## src/rtl/zl_fifo_pkg.sv

```systemverilog
// Shared definitions for the zl_fifo family: depth macro, occupancy width helper and
// status bit positions used when packing overflow/underflow into CSRs.
`ifndef ZL_FIFO_DEPTH
`define ZL_FIFO_DEPTH(aw) (1 << (aw))
`endif

package zl_fifo_pkg;

    localparam int ZL_STAT_OVF = 0;
    localparam int ZL_STAT_UNF = 1;
    localparam int ZL_STAT_W   = 2;

    // Occupancy must represent 0..Depth inclusive, hence one bit more than the address.
    function automatic int zl_used_width(input int aw);
        return aw + 1;
    endfunction

endpackage

```

## src/rtl/zl_ram_sdp.sv

```systemverilog
// Simple dual-port RAM, one write port and one registered read port. The read register
// only updates on rd_en, so it doubles as the first prefetch stage of the FIFO.
module zl_ram_sdp #(
    parameter int Data_width = 8,
    parameter int Addr_width = 4
) (
    input  logic                  clk,
    input  logic                  wr_en,
    input  logic [Addr_width-1:0] wr_addr,
    input  logic [Data_width-1:0] wr_data,
    input  logic                  rd_en,
    input  logic [Addr_width-1:0] rd_addr,
    output logic [Data_width-1:0] rd_data
);

    logic [Data_width-1:0] mem_r [0:(2**Addr_width)-1];
    logic [Data_width-1:0] rd_data_r;

    // Write port
    always_ff @(posedge clk) begin
        if (wr_en) begin
            mem_r[wr_addr] <= wr_data;
        end
    end

    // Registered read port, holds its value when not enabled
    always_ff @(posedge clk) begin
        if (rd_en) begin
            rd_data_r <= mem_r[rd_addr];
        end
    end

    assign rd_data = rd_data_r;

endmodule

```

## src/rtl/zl_fifo_sc_gen.sv

```systemverilog
// Single-clock show-ahead FIFO: inferred RAM plus prefetch pipeline, exact occupancy,
// almost flags, flush and sticky errors. Optional ZL_FIFO_SC_GEN_OUT_REG_EN adds an output register.
module zl_fifo_sc_gen
    import zl_fifo_pkg::*;
#(
    parameter int Data_width   = 8,
    parameter int Addr_width   = 4,
    parameter int Afull_level  = 12,
    parameter int Aempty_level = 2
) (
    input  logic                  clk,
    input  logic                  rst,
    input  logic                  flush,
    input  logic                  in_req,
    output logic                  in_ack,
    input  logic [Data_width-1:0] in_data,
    output logic                  out_req,
    input  logic                  out_ack,
    output logic [Data_width-1:0] out_data,
    output logic                  full,
    output logic                  empty,
    output logic                  almost_full,
    output logic                  almost_empty,
    output logic [Addr_width:0]   used,
    output logic                  overflow,
    output logic                  underflow
);

    localparam int DEPTH = `ZL_FIFO_DEPTH(Addr_width);
    localparam int UW    = zl_used_width(Addr_width);

    logic [Addr_width-1:0] wr_ptr_r;
    logic [Addr_width-1:0] rd_ptr_r;
    logic [UW-1:0]         used_r;
    logic [UW-1:0]         used_nxt_s;
    logic [UW-1:0]         stage_cnt_s;
    logic [UW-1:0]         ram_cnt_s;
    logic                  full_r;
    logic                  almost_full_r;
    logic                  almost_empty_r;
    logic [ZL_STAT_W-1:0]  status_r;

    logic                  clr_s;
    logic                  push_s;
    logic                  pop_s;
    logic                  wr_en_s;
    logic                  rd_en_s;
    logic                  a_free_s;
    logic                  b_load_s;
    logic                  b_take_s;
    logic                  out_valid_s;
    logic [Data_width-1:0] out_data_s;
    logic [Data_width-1:0] ram_rd_data_s;

    // Stage A is the RAM read register, stage B the prefetch register.
    logic                  a_valid_r;
    logic                  b_valid_r;
    logic [Data_width-1:0] b_data_r;
`ifdef ZL_FIFO_SC_GEN_OUT_REG_EN
    logic                  c_valid_r;
    logic [Data_width-1:0] c_data_r;
    logic                  c_load_s;
`endif

    zl_ram_sdp #(
        .Data_width (Data_width),
        .Addr_width (Addr_width)
    ) u_ram (
        .clk     (clk),
        .wr_en   (wr_en_s),
        .wr_addr (wr_ptr_r),
        .wr_data (in_data),
        .rd_en   (rd_en_s),
        .rd_addr (rd_ptr_r),
        .rd_data (ram_rd_data_s)
    );

    // Handshake, pipeline advance and occupancy next-state
    always_comb begin
        clr_s  = rst || flush;
        push_s = in_req && !full_r;
        pop_s  = out_ack && out_valid_s;
`ifdef ZL_FIFO_SC_GEN_OUT_REG_EN
        c_load_s    = b_valid_r && (!c_valid_r || pop_s);
        b_take_s    = c_load_s;
        stage_cnt_s = UW'(a_valid_r) + UW'(b_valid_r) + UW'(c_valid_r);
`else
        b_take_s    = pop_s;
        stage_cnt_s = UW'(a_valid_r) + UW'(b_valid_r);
`endif
        b_load_s  = a_valid_r && (!b_valid_r || b_take_s);
        a_free_s  = !a_valid_r || b_load_s;
        // Words still sitting in RAM; reads never target the write address because
        // a read needs ram_cnt_s > 0 and the pipeline drains RAM before it can fill.
        ram_cnt_s = used_r - stage_cnt_s;
        rd_en_s   = !clr_s && a_free_s && (ram_cnt_s != {UW{1'b0}});
        wr_en_s   = !clr_s && push_s;
        case ({push_s, pop_s})
            2'b10:   used_nxt_s = used_r + UW'(1);
            2'b01:   used_nxt_s = used_r - UW'(1);
            default: used_nxt_s = used_r;
        endcase
    end

    // Pointers, occupancy, level flags and sticky errors
    always_ff @(posedge clk) begin
        if (clr_s) begin
            wr_ptr_r       <= {Addr_width{1'b0}};
            rd_ptr_r       <= {Addr_width{1'b0}};
            used_r         <= {UW{1'b0}};
            full_r         <= 1'b0;
            almost_full_r  <= 1'b0;
            almost_empty_r <= 1'b1;
            status_r       <= {ZL_STAT_W{1'b0}};
        end else begin
            if (push_s) begin
                wr_ptr_r <= wr_ptr_r + Addr_width'(1);
            end
            if (rd_en_s) begin
                rd_ptr_r <= rd_ptr_r + Addr_width'(1);
            end
            used_r         <= used_nxt_s;
            full_r         <= (used_nxt_s == UW'(DEPTH));
            almost_full_r  <= (used_nxt_s >= UW'(Afull_level));
            almost_empty_r <= (used_nxt_s <= UW'(Aempty_level));
            if (in_req && full_r) begin
                status_r[ZL_STAT_OVF] <= 1'b1;
            end
            if (out_ack && !out_valid_s) begin
                status_r[ZL_STAT_UNF] <= 1'b1;
            end
        end
    end

    // Prefetch pipeline; clearing the valids discards any in-flight RAM read
    always_ff @(posedge clk) begin
        if (clr_s) begin
            a_valid_r <= 1'b0;
            b_valid_r <= 1'b0;
            b_data_r  <= {Data_width{1'b0}};
`ifdef ZL_FIFO_SC_GEN_OUT_REG_EN
            c_valid_r <= 1'b0;
            c_data_r  <= {Data_width{1'b0}};
`endif
        end else begin
            a_valid_r <= rd_en_s || (a_valid_r && !b_load_s);
            b_valid_r <= b_load_s || (b_valid_r && !b_take_s);
            if (b_load_s) begin
                b_data_r <= ram_rd_data_s;
            end
`ifdef ZL_FIFO_SC_GEN_OUT_REG_EN
            c_valid_r <= c_load_s || (c_valid_r && !pop_s);
            if (c_load_s) begin
                c_data_r <= b_data_r;
            end
`endif
        end
    end

`ifdef ZL_FIFO_SC_GEN_OUT_REG_EN
    assign out_valid_s = c_valid_r;
    assign out_data_s  = c_data_r;
`else
    assign out_valid_s = b_valid_r;
    assign out_data_s  = b_data_r;
`endif

    assign in_ack       = push_s;
    assign out_req      = out_valid_s;
    assign out_data     = out_data_s;
    assign empty        = !out_valid_s;
    assign full         = full_r;
    assign almost_full  = almost_full_r;
    assign almost_empty = almost_empty_r;
    assign used         = used_r;
    assign overflow     = status_r[ZL_STAT_OVF];
    assign underflow    = status_r[ZL_STAT_UNF];

endmodule

```

## config.mk

```make
export PLATFORM = sky130hd
export DESIGN_NAME = zl_fifo_sc_gen
export DESIGN_NICKNAME = d
export VERILOG_FILES = /design/src/rtl/zl_fifo_pkg.sv /design/src/rtl/zl_ram_sdp.sv /design/src/rtl/zl_fifo_sc_gen.sv
export SDC_FILE = /design/constraint.sdc
export NUM_CORES = 1
export LEC_CHECK = 0
export BUFFER_PORTS_ARGS = -buffer_cell sky130_fd_sc_hd__buf_2
export CAP_MARGIN = 10
export CORE_UTILIZATION = 40
export CTS_CLUSTER_SIZE = 40
export DETAILED_ROUTE_END_ITERATION = 8
export HOLD_SLACK_MARGIN = 0.1
export SYNTH_ARGS = -nofsm -noshare
export SYNTH_HDL_FRONTEND = slang
export SYNTH_SLANG_ARGS = --single-unit
```

## constraint.sdc

```tcl
create_clock -name clk -period 8.3 [get_ports clk]
set_input_delay 1.66 -clock clk [delete_from_list [all_inputs] [get_ports clk]]
set_output_delay 1.66 -clock clk [all_outputs]
set_load 0.005 [all_outputs]
```

==> impl_metrics.yaml <==
outcome:
  run_status: "finished with violations"
  violations: "design-rule violations"
global_route:
  grt_remaining_overflow: 0
  grt_start_max_net_pins: 52
  vias_in_the_first_global_route: 3780
  grt_util_all_layers: 0.169
  grt_antenna_before_repair: 0
  grt_first_pass_wirelength_um: 21300
synth:
  synthMuxAreaShare: 0.119
  synth_simple_gate_area_frac: 0.0630
  number_of_cells_produced_by_synthesis: 433
  synth-compound-area-share: 0.0650
  postSynth.topFlopCell: "sky130_fd_sc_hd__edfxtp_1"
  async_flop_share: 0
  area_of_the_mapped_netlist_mm2: 0.00675
  synth.distinct_cells: 47
  ys.warnings.count: 0
  xor_xnor_portion_of_the_synthesized_cell_area: 0.0208
  postSynthNetCount: 459
  yosysSeqAreaShare: 0.688
  synth-seq-cells: 164
  edff_count_synth: 136
  synthesized_area_per_cell_um2: 15.6
  arithmetic_cell_share_of_the_synthesized_area_counting_full_adders_half_adders_and_majority_gates: 0.0252
  synth_top_family_by_area: "multiplexers"
clocking:
  number_of_instances_resized_during_post_cts_repair: 0
  cts-hold-fix-buffers: 0
  cts_post_setup_buffers_inserted: 0
  clk_transition_reported_paths_ns: 0.06
  cts_sinks: 164
  clock_latency_on_the_worst_skew_pair_ns: 0.42
  clock_tree.htree_level_count: 4
  cts-root-buf: "sky130_fd_sc_hd__clkbuf_16"
  tritoncts.num_buffers: 17
  tritoncts: "yes"
  clockBufferDepth: 2
hold_path:
  hp-start: "status_r[0]$_SDFFE_PP0P_"
  hold_path_class: "flop to flop"
timing:
  finalMaxSlewViolations: 0
  timing_hold_violations_final: 0
  fmax_mhz: 259
  sum_of_negative_setup_slack_ns: 0
  worst_slack_ns: 4.43
  crit_share_post_route: 0.466
  tightest_slew_ns: 1.04
  slew_headroom: 0.303
  report.final.setup_viol: 0
  fin_skew_ns: 0.0195
  fin_crit_ns: 3.87
  fin_hold_ws_ns: 0.472
  grt_setup_unrepaired: "false"
finish:
  fillers: 1450
  final_cell_mix: "sky130_fd_sc_hd__edfxtp_1, sky130_fd_sc_hd__nor2_1, sky130_fd_sc_hd__mux2i_1"
  layout_commonest_cell: "sky130_fd_sc_hd__edfxtp_1"
  share_of_cells_above_drive_strength_1: 0.205
  antenna_cells_inserted: 0
  area.growth.synth_to_final_pct: 12.9
  layout.nets: 491
worst_setup_path:
  critPathMaxFanout: 5
  list_of_cells_traversed_by_the_critical_path: "buf_2 -> nand2b_1 -> inv_1 -> buf_2"
  cpPeakStageDelay_ns: 0.17
  timing.critical_path.required_ns: 6.64
  crit_cells: 4
  launch_instance_of_the_worst_register_to_register_path: "used[0]$_SDFF_PP0_"
  regToRegSetupSlack_ns: 5.07
  worst_setup_path_endpoint: "in_ack"
  r2r-end: "u_ram.rd_data[1]$_DFFE_PP_"
  worstSetupEndpointType: "primary output"
  worst-endpoint-arrival_ns: 2.21
  worst_setup_path_startpoint: "in_req"
  buffers_inverters_on_critical_path: 3
  startpoint_type: "input pin"
  cell_at_the_slowest_stage_of_the_critical_path: "sky130_fd_sc_hd__nand2b_1"
  path_class: "input pin to primary output"
  r2r.worst_path.cells: 10
  critPathTopFamily: "buffers and inverters"
  crit_path_frequent_cell: "sky130_fd_sc_hd__buf_2"
floorplanning:
  core_mm2: 0.0165
  die_width_um: 132
  start_util: 0.409
  rows: 47
  die-area_mm2: 0.0174
  die_h_um: 132
  top_level_ports: 34
drt:
  routed_wire_length_per_instance_um: 19.4
  detail-route-antenna-nets: 0
  drt-total-wl_um: 13500
  drtPass1Iterations: 7
  drt_drc_violations_left: 2
  via_count: 3600
  vias_per_cell: 5.16
  detail_route.iter0.violations: 265
pwr:
  max-vdd-ir-drop_mv: 0.160
  power_uw: 1760
  power_per_standard_cell_area_mw_per_mm2: 231
  p_leak_uw: 0.00261
place:
  gpl_wtd_cong: 0.768
  place_ws_ns: 4.22
  detailedPlacementHpwl_um: 8900
  count_of_port_buffers_added_during_placement: 33
run:
  maxCapViolCount: 0
[power by group]
part / leakage (µW) / internal [µW] / switching [µW]
Clock: 0.000264 / 408 / 292
Sequential: 0.00145 / 903 / 8.81
Combinational: 0.000894 / 66.9 / 83.8
[per-layer routing]
layer | vias to the layer above | global-route usage | routed length (µm)
li1 | 1715 | - | -
met1 | 1766 | 0.218 | 6000
met2 | 107 | 0.267 | 6540
met3 | 12 | 0.0377 | 738
met4 | 0 | 0.0879 | 228
met5 | - | 0 | 0
[sequential cells by signal, indices dropped and copies added, names as in the netlist]
register,flops
a_valid_r,1
out_req,1
u_ram.rd_data,8
wr_ptr_r,4
u_ram.mem_r,128
status_r,2
rd_ptr_r,4
almost_full,1
used,5
full,1
almost_empty,1
out_data,8
[area by class of cell]
type | instances | area [µm²] | area share
clock inverter | 11 | 85.1 | 0.0112
inverter | 6 | 22.5 | 0.00295
clock buffer | 21 | 440 | 0.0578
multi-input combinational | 241 | 1980 | 0.259
timing repair buffer | 35 | 180 | 0.0236
sequential | 164 | 4650 | 0.609
tap | 220 | 275 | 0.0361
[worst min path at each step]
| stage | endpoint | slack (ns) | depth (start not counted) |
|---|---|---|---|
| after floorplan | out_data[0]$_SDFFE_PP0P_ | 0.45 | 2 |
| after global placement | status_r[1]$_SDFFE_PP0P_ | 0.45 | 2 |
| after detailed placement | status_r[0]$_SDFFE_PP0P_ | 0.46 | 2 |
| after CTS | status_r[0]$_SDFFE_PP0P_ | 0.48 | 2 |
| after global routing | status_r[1]$_SDFFE_PP0P_ | 0.50 | 2 |
| final | status_r[0]$_SDFFE_PP0P_ | 0.47 | 2 |
[tightest hold or removal path, delay by kind of cell, from the launching register on]
family / cells / cell delay, ns
simple gates: 1 / 0.07
flops: 1 / 0.32
compound gates: 1 / 0.04
[through the flow]
| stage | cells | util | area [µm²] |
|---|---|---|---|
| after global routing | 698 | 0.461 | 7620 |
| final | 698 | 0.461 | 7620 |
| after floorplan | 433 | - | 6750 |
| after CTS | 697 | 0.461 | 7620 |
| after detailed placement | 665 | 0.429 | 7090 |
| after global placement | 665 | 0.429 | 7090 |
[Yosys cell counts, drive strengths merged, types with 4 or more instances]
cell    instances  area share
a21oi          16       0.012
a221oi          8       0.010
a22oi           8      0.0089
and2            4      0.0037
buf            13       0.011
clkbuf          9      0.0050
dfxtp          28       0.083
edfxtp        136        0.60
ha             12       0.022
inv             6      0.0033
mux2            8       0.013
mux2i          35       0.052
mux4           16       0.053
nand2          19       0.011
nand2b          5      0.0046
nor2           40       0.022
nor3            5      0.0037
o21ai          19       0.015
xnor2           7      0.0091
xor2            9       0.012
[cells by family after synthesis]
family | count (synthesis)
flip-flops | 164
AND/OR/NAND/NOR | 88
AO/OA/AOI/OAI | 65
multiplexers | 59
buffers and inverters | 28
XOR/XNOR | 16
adder cells (fa/ha/maj) | 13
Power figures use the tool's default switching activity.
